$ cat config.mk
export PLATFORM = sky130hd
export DESIGN_NAME = sort_topk_pipe_flat
export DESIGN_NICKNAME = d
export VERILOG_FILES = /design/src/rtl/sort_pkg.sv /design/src/rtl/sort_topk_pipe_if.sv /design/src/rtl/sort_sel_stage.sv /design/src/rtl/sort_topk_pipe.sv /design/src/flat_wrapper.sv
export SDC_FILE = /design/constraint.sdc
export NUM_CORES = 1
export LEC_CHECK = 0
export CORE_UTILIZATION = 60
export DETAILED_ROUTE_END_ITERATION = 8
export PLACE_DENSITY_LB_ADDON = 0.3
export RECOVER_POWER = 25
export SLEW_MARGIN = 20
export SYNTH_ARGS = -nofsm -noshare
export SYNTH_HDL_FRONTEND = slang
export SYNTH_SLANG_ARGS = --single-unit
$ cat constraint.sdc
create_clock -name clk -period 17.6 [get_ports clk]
set_clock_uncertainty 0.15 [all_clocks]
set_input_delay 3.52 -clock clk [delete_from_list [all_inputs] [get_ports clk]]
set_output_delay 3.52 -clock clk [all_outputs]
set_load 0.01 [all_outputs]
$ cat src/rtl/sort_pkg.sv
// Shared sizes, element/frame types and per-stage record for the top-K sorting pipeline.
package sort_pkg;

  localparam int unsigned M     = 8;
  localparam int unsigned N     = 8;
  localparam int unsigned W     = 3;
  localparam int unsigned IDX_W = $clog2(M);

  localparam logic SORT_MAX = 1'b0;
  localparam logic SORT_MIN = 1'b1;

  typedef logic [N-1:0]     elem_t;
  typedef elem_t [M-1:0]    frame_t;
  typedef logic [M-1:0]     mask_t;
  typedef logic [IDX_W-1:0] idx_t;
  typedef elem_t [W-1:0]    res_y_t;
  typedef idx_t [W-1:0]     res_idx_t;
  typedef logic [W-1:0]     res_vld_t;

  // One pipeline stage: remaining frame state plus the results gathered so far.
  typedef struct packed {
    logic     vld;
    logic     mode;
    mask_t    mask;
    frame_t   val;
    res_y_t   y;
    res_idx_t idx;
    res_vld_t yv;
  } stage_t;

endpackage

$ cat src/rtl/sort_topk_pipe_if.sv
// Frame-in / ranked-result-out handshake bundle for sort_topk_pipe.
interface sort_topk_pipe_if;
  import sort_pkg::*;

  logic     i_valid;
  logic     o_ready;
  frame_t   i_chi;
  mask_t    i_mask;
  logic     i_mode;
  logic     o_valid;
  logic     i_ready;
  res_y_t   o_y_q;
  res_idx_t o_idx;
  res_vld_t o_y_vld;

  modport slave (
    input  i_valid, i_chi, i_mask, i_mode, i_ready,
    output o_ready, o_valid, o_y_q, o_idx, o_y_vld
  );

  modport master (
    output i_valid, i_chi, i_mask, i_mode, i_ready,
    input  o_ready, o_valid, o_y_q, o_idx, o_y_vld
  );

endinterface

$ cat src/rtl/sort_sel_stage.sv
// Combinational pick of the best masked element (max or min); ties go to the lowest index.
module sort_sel_stage
  import sort_pkg::*;
(
  input  frame_t i_val,
  input  mask_t  i_mask,
  input  logic   i_mode,
  output elem_t  o_best,
  output idx_t   o_idx,
  output logic   o_found,
  output mask_t  o_mask
);

  elem_t w_best;
  idx_t  w_idx;
  logic  w_found;
  logic  w_better;

  always_comb begin
    w_best   = '0;
    w_idx    = '0;
    w_found  = 1'b0;
    w_better = 1'b0;
    for (int i = 0; i < M; i++) begin
      // Strict compare keeps the earlier index on equal values.
      w_better = (i_mode == SORT_MAX) ? (i_val[i] > w_best) : (i_val[i] < w_best);
      if (i_mask[i] && (!w_found || w_better)) begin
        w_best  = i_val[i];
        w_idx   = IDX_W'(i);
        w_found = 1'b1;
      end
    end
  end

  always_comb begin
    o_mask = i_mask;
    if (w_found) o_mask[w_idx] = 1'b0;
  end

  assign o_best  = w_best;
  assign o_idx   = w_idx;
  assign o_found = w_found;

endmodule

$ cat src/rtl/sort_topk_pipe.sv
// K-stage top-K selector: stage k extracts the k-th best element; all stages advance together.
module sort_topk_pipe
  import sort_pkg::*;
(
  input  logic             clk,
  input  logic             rst_n,
  sort_topk_pipe_if.slave  io_bus
);

  stage_t r_st  [W];
  stage_t w_nxt [W];
  logic   w_en;

  // Whole-pipe enable: a stalled output freezes every stage, bubbles included.
  assign w_en           = !r_st[W-1].vld || io_bus.i_ready;
  assign io_bus.o_ready = w_en;

  for (genvar k = 0; k < W; k++) begin : g_stage
    stage_t w_in;
    stage_t w_out;
    elem_t  w_best;
    idx_t   w_idx;
    logic   w_found;
    mask_t  w_mask;

    if (k == 0) begin : g_first
      always_comb begin
        w_in      = '0;
        w_in.vld  = io_bus.i_valid;
        w_in.mode = io_bus.i_mode;
        w_in.mask = io_bus.i_mask;
        w_in.val  = io_bus.i_chi;
      end
    end else begin : g_next
      assign w_in = r_st[k-1];
    end

    sort_sel_stage u_sel (
      .i_val   (w_in.val),
      .i_mask  (w_in.mask),
      .i_mode  (w_in.mode),
      .o_best  (w_best),
      .o_idx   (w_idx),
      .o_found (w_found),
      .o_mask  (w_mask)
    );

    always_comb begin
      w_out        = w_in;
      w_out.mask   = w_mask;
      w_out.y[k]   = w_best;
      w_out.idx[k] = w_idx;
      w_out.yv[k]  = w_found;
    end

    assign w_nxt[k] = w_out;
  end

  always_ff @(posedge clk or negedge rst_n) begin
    if (!rst_n) begin
      for (int k = 0; k < W; k++) r_st[k] <= '0;
    end else if (w_en) begin
      for (int k = 0; k < W; k++) r_st[k] <= w_nxt[k];
    end
  end

  assign io_bus.o_valid = r_st[W-1].vld;
  assign io_bus.o_y_q   = r_st[W-1].y;
  assign io_bus.o_idx   = r_st[W-1].idx;
  assign io_bus.o_y_vld = r_st[W-1].yv;

endmodule

$ cat src/flat_wrapper.sv
// flat-port wrapper written by rule: the top's interface ports become plain ports
module sort_topk_pipe_flat import sort_pkg::*;
  (clk, rst_n, io_bus_i_valid, io_bus_i_chi, io_bus_i_mask, io_bus_i_mode, io_bus_i_ready, io_bus_o_ready, io_bus_o_valid, io_bus_o_y_q, io_bus_o_idx, io_bus_o_y_vld);
  sort_topk_pipe_if io_bus_i ();
  input  logic clk;
  input  logic rst_n;
  input wire logic [$bits(io_bus_i.i_valid)-1:0] io_bus_i_valid;
  input wire logic [$bits(io_bus_i.i_chi)-1:0] io_bus_i_chi;
  input wire logic [$bits(io_bus_i.i_mask)-1:0] io_bus_i_mask;
  input wire logic [$bits(io_bus_i.i_mode)-1:0] io_bus_i_mode;
  input wire logic [$bits(io_bus_i.i_ready)-1:0] io_bus_i_ready;
  output wire logic [$bits(io_bus_i.o_ready)-1:0] io_bus_o_ready;
  output wire logic [$bits(io_bus_i.o_valid)-1:0] io_bus_o_valid;
  output wire logic [$bits(io_bus_i.o_y_q)-1:0] io_bus_o_y_q;
  output wire logic [$bits(io_bus_i.o_idx)-1:0] io_bus_o_idx;
  output wire logic [$bits(io_bus_i.o_y_vld)-1:0] io_bus_o_y_vld;
  assign io_bus_i.i_valid = io_bus_i_valid;
  assign io_bus_i.i_chi = io_bus_i_chi;
  assign io_bus_i.i_mask = io_bus_i_mask;
  assign io_bus_i.i_mode = io_bus_i_mode;
  assign io_bus_i.i_ready = io_bus_i_ready;
  assign io_bus_o_ready = io_bus_i.o_ready;
  assign io_bus_o_valid = io_bus_i.o_valid;
  assign io_bus_o_y_q = io_bus_i.o_y_q;
  assign io_bus_o_idx = io_bus_i.o_idx;
  assign io_bus_o_y_vld = io_bus_i.o_y_vld;
  sort_topk_pipe u_core (.clk(clk), .rst_n(rst_n), .io_bus(io_bus_i));
endmodule
**Word-level counts from Yosys, hierarchy flattened**

Cells that the tools add are included.

- Order comparisons: 46
- Mux-type cells: 96
- Bitwise operators: 4
- Reduce and logical (&&, ||, !) cells: 67

Operators by type and width:

| operator | count |
|---|---|
| $mux W8 | 26 |
| $gt A8 B8 Y1 | 21 |
| $lt A8 B8 Y1 | 21 |
| $mux W3 | 18 |
| $mux W1 | 50 |
| $logic_and A1 B1 Y1 | 23 |
| $logic_not A1 Y1 | 22 |
| $logic_or A1 B1 Y1 | 22 |
| $and A8 B8 Y8 | 2 |
| $not A8 Y8 | 2 |
| $lt A3 B4 Y1 const B | 2 |
| $demux W1 S3 | 2 |
| $ge A3 B1 Y1 const B | 2 |

- Bits in registers: 221
- Input bits: 77

**Longest topological paths before layout**

Gate-level depths: netlist of the first run.

- Depth after elaboration: 43
- Mapped depth: 69
- Mapped depth without buffers: 61

**Cells and area by module**

A second synthesis of the first run with hierarchy kept.

- Cells, all modules: 1658
- Area, all modules: 17438.0 sq um

By module, submodules not included:

| module | times used | cells each | area an instance (sq um) | seq. area each (sq um) |
|---|---|---|---|---|
| sort_topk_pipe | 1 | 468 | 8952.3 | 5530.3 |
| sort_sel_stage at u_core.g_stage[0].u_sel | 1 | 406 | 2921.6 | 0.0 |
| sort_sel_stage at u_core.g_stage[2].u_sel | 1 | 386 | 2810.2 | 0.0 |
| sort_sel_stage at u_core.g_stage[1].u_sel | 1 | 398 | 2753.9 | 0.0 |

**Worst setup path after synthesis of the first run**

Ideal clock, no wire load.

- Path type: input -> register
- Start: in io_bus_i_mask[0]
- End: reg, netlist name u_core.g_stage[1].w_in[3]
- Data arrival time: 16.880 ns
- Path slack: 0.450 ns
- Stages: 67
- Cell sequence: clkbuf_1 > nand2_1 > ha_1 > nor2b_1 > o211ai_1 > a21oi_1 > o21a_1 > o21ai_1 > mux2_2 > ha_1 > nor2b_1 > o211ai_1 > a21oi_1 > o21ai_0 > a21o_1 > clkbuf_1 > clkbuf_1 > o21ai_0 > [... 31 more ...] > o21a_1 > o21a_1 > o21bai_1 > a21oi_1 > o31ai_2 > nand3_1 > o221ai_1 > ha_1 > nor2b_1 > o21a_1 > o21a_1 > o21bai_1 > a21oi_1 > o31ai_1 > clkbuf_1 > nand2_1 > a21oi_1 > nor2_1

- Cells in the longest elaborated chain, start to end: 36

RTL lines:

| element | line | RTL |
|---|---|---|
| start, declared | flat_wrapper.sv:9 | `input wire logic [$bits(io_bus_i.i_mask)-1:0] io_bus_i_mask;` |
| $mux W8 | sort_sel_stage.sv:27 | `if (i_mask[i] && (!w_found \|\| w_better)) begin` |
| $gt A8 B8 Y1 or $lt A8 B8 Y1 (tied branches) | sort_sel_stage.sv:26 | `w_better = (i_mode == SORT_MAX) ? (i_val[i] > w_best) : (i_val[i] < w_best);` |
| $mux W1 | sort_sel_stage.sv:26 |  |
| $logic_or A1 B1 Y1 | sort_sel_stage.sv:27 |  |
| $logic_and A1 B1 Y1 | sort_sel_stage.sv:27 |  |
| $mux W8 | sort_sel_stage.sv:27 |  |
| $gt A8 B8 Y1 or $lt A8 B8 Y1 (tied branches) | sort_sel_stage.sv:26 |  |
| $mux W1 | sort_sel_stage.sv:26 |  |
| [... 20 more ...] | -- |  |
| $logic_or A1 B1 Y1 | sort_sel_stage.sv:27 |  |
| $logic_and A1 B1 Y1 | sort_sel_stage.sv:27 |  |
| $mux W8 | sort_sel_stage.sv:27 |  |
| $gt A8 B8 Y1 or $lt A8 B8 Y1 (tied branches) | sort_sel_stage.sv:26 |  |
| $mux W1 | sort_sel_stage.sv:26 |  |
| $logic_or A1 B1 Y1 | sort_sel_stage.sv:27 |  |
| $logic_and A1 B1 Y1 | sort_sel_stage.sv:27 |  |
| $mux W3 (*) | sort_sel_stage.sv:27 |  |

Mark *: on every way between the ends. The rest lies on a longest branch, timed or not.
A chain may end at the register's enable or synchronous reset.

**Worst setup path after layout of the first run**

- Start: in io_bus_i_chi[3]
- End: reg, netlist name u_core.g_stage[1].w_in[104]

- Cells in the longest elaborated chain, start to end: 43

RTL lines:

| element | line | RTL |
|---|---|---|
| start, declared | flat_wrapper.sv:8 | `input wire logic [$bits(io_bus_i.i_chi)-1:0] io_bus_i_chi;` |
| $mux W8 (*) | sort_sel_stage.sv:27 |  |
| $gt A8 B8 Y1 or $lt A8 B8 Y1 (tied branches) | sort_sel_stage.sv:26 |  |
| $mux W1 | sort_sel_stage.sv:26 |  |
| $logic_or A1 B1 Y1 | sort_sel_stage.sv:27 |  |
| $logic_and A1 B1 Y1 | sort_sel_stage.sv:27 |  |
| $mux W8 | sort_sel_stage.sv:27 |  |
| $gt A8 B8 Y1 or $lt A8 B8 Y1 (tied branches) | sort_sel_stage.sv:26 |  |
| $mux W1 | sort_sel_stage.sv:26 |  |
| [... 27 more ...] | -- |  |
| $mux W3 | sort_sel_stage.sv:27 |  |
| $lt A3 B4 Y1 (not written as such) or $ge A3 B1 Y1 (tied branches) | sort_sel_stage.sv:37 | `if (w_found) o_mask[w_idx] = 1'b0;` |
| $logic_and A1 B1 Y1 (not written as such) | sort_sel_stage.sv:37 |  |
| $mux W1 (not written as such) | sort_sel_stage.sv:37 |  |
| $demux W1 S3 | sort_sel_stage.sv:37 |  |
| $not A8 Y8 (no line) | -- |  |
| $and A8 B8 Y8 (no line) | -- |  |
| $mux W8 (*) | sort_sel_stage.sv:37 |  |

Marks and branches as above.

==> impl_metrics.env, run 1 <==
export IMPL_ys_warnings_count=0
export IMPL_dp_hpwl_um=34380
export IMPL_synthSimpleGateAreaFrac_pct=21.26
export IMPL_antenna_found_initial=0
export IMPL_wl_per_cell_um=19.95
export IMPL_period_needed_ns=16.81
export IMPL_slowest_delay_ns=0.53
export IMPL_peakVddDrop_v=0.0001605
export IMPL_p_seq_share_pct=24.5
export IMPL_wl_um=45890
export IMPL_die_w_um=163.6
export IMPL_regToRegSetupSlack_ns=0.96
export IMPL_grt_total_usage_pct=34.69
export IMPL_avgViaCountPerCell=6.398
export IMPL_wl_met2_um=20610
export IMPL_dp_cells=2252
export IMPL_synth_seq_area_share_pct=35.29
export IMPL_htreeDepth=1
export IMPL_die_area_mm2=0.02677
export IMPL_hold_viol_final=0
export IMPL_hold_class="reg -> reg"
export IMPL_clk_latency_ns=0.53
export IMPL_status="complete, but fails checks"
export IMPL_root_buffer="clkbuf_16"
export IMPL_violations="capacitance limit, slew limit"
export IMPL_synth_xor_area_share_pct=0
export IMPL_ys_ff_latch=221
export IMPL_final_max_slew_viol_count=147
export IMPL_worstMarginPinSlew_ns=4.084
export IMPL_drv_cap=2
export IMPL_drive_gt1_share_pct=7.919
export IMPL_synth_cells=1869
export IMPL_port_buffer_count=114
export IMPL_finalNonFillerCells=2300
export IMPL_avgSynthCellArea_um2=8.384
export IMPL_cp_common_cell="ha_1"
export IMPL_initial_core_util_pct=61.69
export IMPL_nNetsFinal=2197
export IMPL_grt_pass1_vias=13930
export IMPL_postLayoutCoreUtil_pct=71.02
export IMPL_syn_area_mm2=0.01567
export IMPL_synth_cell_types=78
export IMPL_fmax_mhz=59.50
export IMPL_static_leakage_power_uw=0.008549
export IMPL_grt_max_degree=235
export IMPL_vias=14720
export IMPL_fillers=2020
export IMPL_critPathKind="in -> reg"
export IMPL_antenna_diode_count=0
export IMPL_intPower_uw=1992
export IMPL_die_h_um=163.6
export IMPL_route_detailed_drc=0
export IMPL_met1_length_um=19830
export IMPL_routabilityCongestion=1.028
export IMPL_synth_edf_count=0
export IMPL_core_area_mm2=0.02540
export IMPL_fin_crit_sh_pct=95.48
export IMPL_synth_top_family_by_area="compound AO/OA/AOI/OAI gates"
export IMPL_rows=58
export IMPL_grt_pass1_wl_um=73080
export IMPL_netSwitchingPower_uw=1698
export IMPL_path_clk_slew_ns=0.06
export IMPL_ant_nets=0
export IMPL_cp_end_kind="flop"
export IMPL_tns_ns=0
export IMPL_clkPwrFrac_pct=13.9
export IMPL_critical_path_slowest_cell="clkdlybuf4s50_1"
export IMPL_powerDensity_mw_per_mm2=204.5
export IMPL_rsz0062_at_grt="no"
export IMPL_worstPathArrival_ns=17.02
export IMPL_numCtsBuffers=24
export IMPL_cts_tree="built"
export IMPL_dr_wl_met3_um=3511
export IMPL_grt_overflow=0
export IMPL_yosys_mux_area_fraction_pct=3.992
export IMPL_area_growth_pct=15.12
export IMPL_crit_path_start_kind="input port"
export IMPL_maxSlewHeadroom_pct=-172.3
export IMPL_finalSetupViolations=0
export IMPL_yosys_area_share_adder_pct=13.41
export IMPL_dr_max_layer_used="met4"
export IMPL_dr_pass1_iters=5
export IMPL_cts_buffer_depth=3
export IMPL_synth_compound_area_share_pct=21.69
export IMPL_power_frac_comb_pct=61.5
export IMPL_ios=115
export IMPL_cp_max_fo=18
export IMPL_dr_first_iter_drc_count=1367
export IMPL_swShare_pct=46.02
export IMPL_clkSinkCount=221
export IMPL_synthesis_nets=2114
export IMPL_postSynth_asyncResetShare_pct=100.0
export IMPL_synth_ff_type="dfrtp_1"
export IMPL_cp_required_ns=17.81
[area by class of cell]
| cell class | count | area, um^2 | share of cell area (%) |
|---|---|---|---|
| clock buffers | 32 | 680.7 | 3.773 |
| clock inverters | 12 | 140.1 | 0.7768 |
| inverters | 89 | 339.1 | 1.880 |
| multi-input cells | 1471 | 9558 | 52.98 |
| flip-flops and latches | 221 | 5530 | 30.66 |
| well taps | 330 | 412.9 | 2.289 |
| repair buffers | 145 | 1379 | 7.643 |
[synthesized netlist by cell type (11+ instances only)]
| cell type | instances | area [um^2] |
|---|---|---|
| o21a_1 | 35 | 262.8 |
| o211ai_1 | 18 | 135.1 |
| clkbuf_1 | 69 | 259.0 |
| a21oi_1 | 71 | 355.3 |
| mux2_2 | 36 | 405.4 |
| mux2i_1 | 19 | 190.2 |
| ha_1 | 168 | 2102 |
| nand2b_1 | 22 | 137.6 |
| nand3_1 | 22 | 110.1 |
| o221ai_1 | 11 | 96.34 |
| nor2b_1 | 28 | 175.2 |
| nand4_1 | 51 | 319.1 |
| a21o_1 | 43 | 322.8 |
| dfrtp_1 | 221 | 5530 |
| o21ai_0 | 145 | 725.7 |
| nand2_1 | 451 | 1693 |
| inv_1 | 87 | 326.6 |
| and2_1 | 20 | 125.1 |
| nor2_1 | 92 | 345.3 |
| a32oi_1 | 12 | 105.1 |
| nor3_1 | 40 | 200.2 |
| a211oi_1 | 38 | 285.3 |
[stage by stage]
| stage | hold slack, ns | setup slack (ns) | cell area [um^2] | power [uW] |
|---|---|---|---|---|
| CTS | 0.3204 | 0.1508 | 17950 | 3641 |
| finish | 0.3156 | 0.7947 | 18040 | 3690 |
| floorplan | 0.2800 | 0.4501 | 15670 | 2465 |
| global placement | 0.2902 | -0.06768 | 17120 | 3019 |
| global route | 0.3372 | 0.01152 | 18040 | 3983 |
| detailed placement | 0.3038 | -0.5051 | 17120 | 3105 |
[state kept, by name, summed over array words and instances, names as in the netlist]
name / count
u_core.g_stage.w_in: 184
u_core.io_bus.o_y_q: 24
u_core.io_bus.o_idx: 9
u_core.io_bus.o_y_vld: 3
u_core.io_bus.o_valid: 1
[worst max-delay path: cells and delay by family]
| kind | cells | cell delay [ns] |
|---|---|---|
| and+or+nand+nor | 11 | 1.57 |
| adders and majority gates | 7 | 2.14 |
| muxes | 4 | 1.32 |
| AOI/OAI and AO/OA | 34 | 6.78 |
| buffers and inverters | 7 | 1.61 |
[cell families (layout without fill, tap and decap cells)]
group	Yosys count	count (layout)
AND/OR/NAND/NOR	756	756
AO/OA/AOI/OAI	490	490
flip-flops	221	221
buffers and inverters	177	278
adder cells (fa/ha/maj)	168	168
multiplexers	57	57
[power by group through the flow]
stage	Clock (uW)	Sequential [uW]	Combinational, uW
after global routing	540	924	2520
after floorplan	0	838	1630
after detailed placement	0	902	2200
final	515	905	2270
after global placement	0	895	2120
after CTS	519	896	2230
[final timing paths]
kind | startpoint | end | cells after the start
max in group asynchronous | rst_n | u_core.g_stage[2].w_in[1] | 2
min in group asynchronous | rst_n | u_core.g_stage[2].w_in[49] | 1
hold reg to reg | u_core.io_bus.o_y_q[6] | u_core.io_bus.o_y_q[6] | 2
setup reg to reg | u_core.g_stage[1].w_in[100] | u_core.g_stage[2].w_in[100] | 62
setup / recovery | io_bus_i_chi[3] | u_core.g_stage[1].w_in[104] | 63
hold / removal | u_core.io_bus.o_y_q[6] | u_core.io_bus.o_y_q[6] | 2
[what timing repair did]
item,4_1_cts,5_1_grt
pin swaps,0,1
resized for setup,1,15
hold buffers,0,0
buffers inserted,0,4
setup endpoints to repair,1,27
gates cloned,0,0
[cell usage in the layout (no fill, tap or decap), types with 27 or more instances in the layout]
cell             Yosys  layout
nand2_1            451     451
dfrtp_1            221     221
ha_1               168     168
o21ai_0            145     145
clkdlybuf4s50_1      0     112
nor2_1              92      92
inv_1               87      86
a21oi_1             71      70
nand4_1             51      51
a21o_1              43      42
nor3_1              40      40
mux2_2              36      36
o21a_1              35      35
a211oi_1            38      32
buf_4                1      29
nor2b_1             28      27
[layer usage]
layer  vias up  track usage, %
met5         -               0
met3       144           3.860
li1       6856               -
met2       701           53.64
met1      7015           49.05
met4         0           15.40
No activity file was read; power rests on OpenSTA's default activity.
==> inputs of run 2 (changes only) <==
--- a/config.mk
+++ b/config.mk
@@ -6,6 +6,7 @@
 export NUM_CORES = 1
 export LEC_CHECK = 0
 export CORE_UTILIZATION = 60
+export CTS_CLUSTER_SIZE = 16
 export DETAILED_ROUTE_END_ITERATION = 8
 export PLACE_DENSITY_LB_ADDON = 0.3
 export RECOVER_POWER = 25
==> results of run 2 <==
No change in the layout: final DEF, timing and power equal those of run 1.
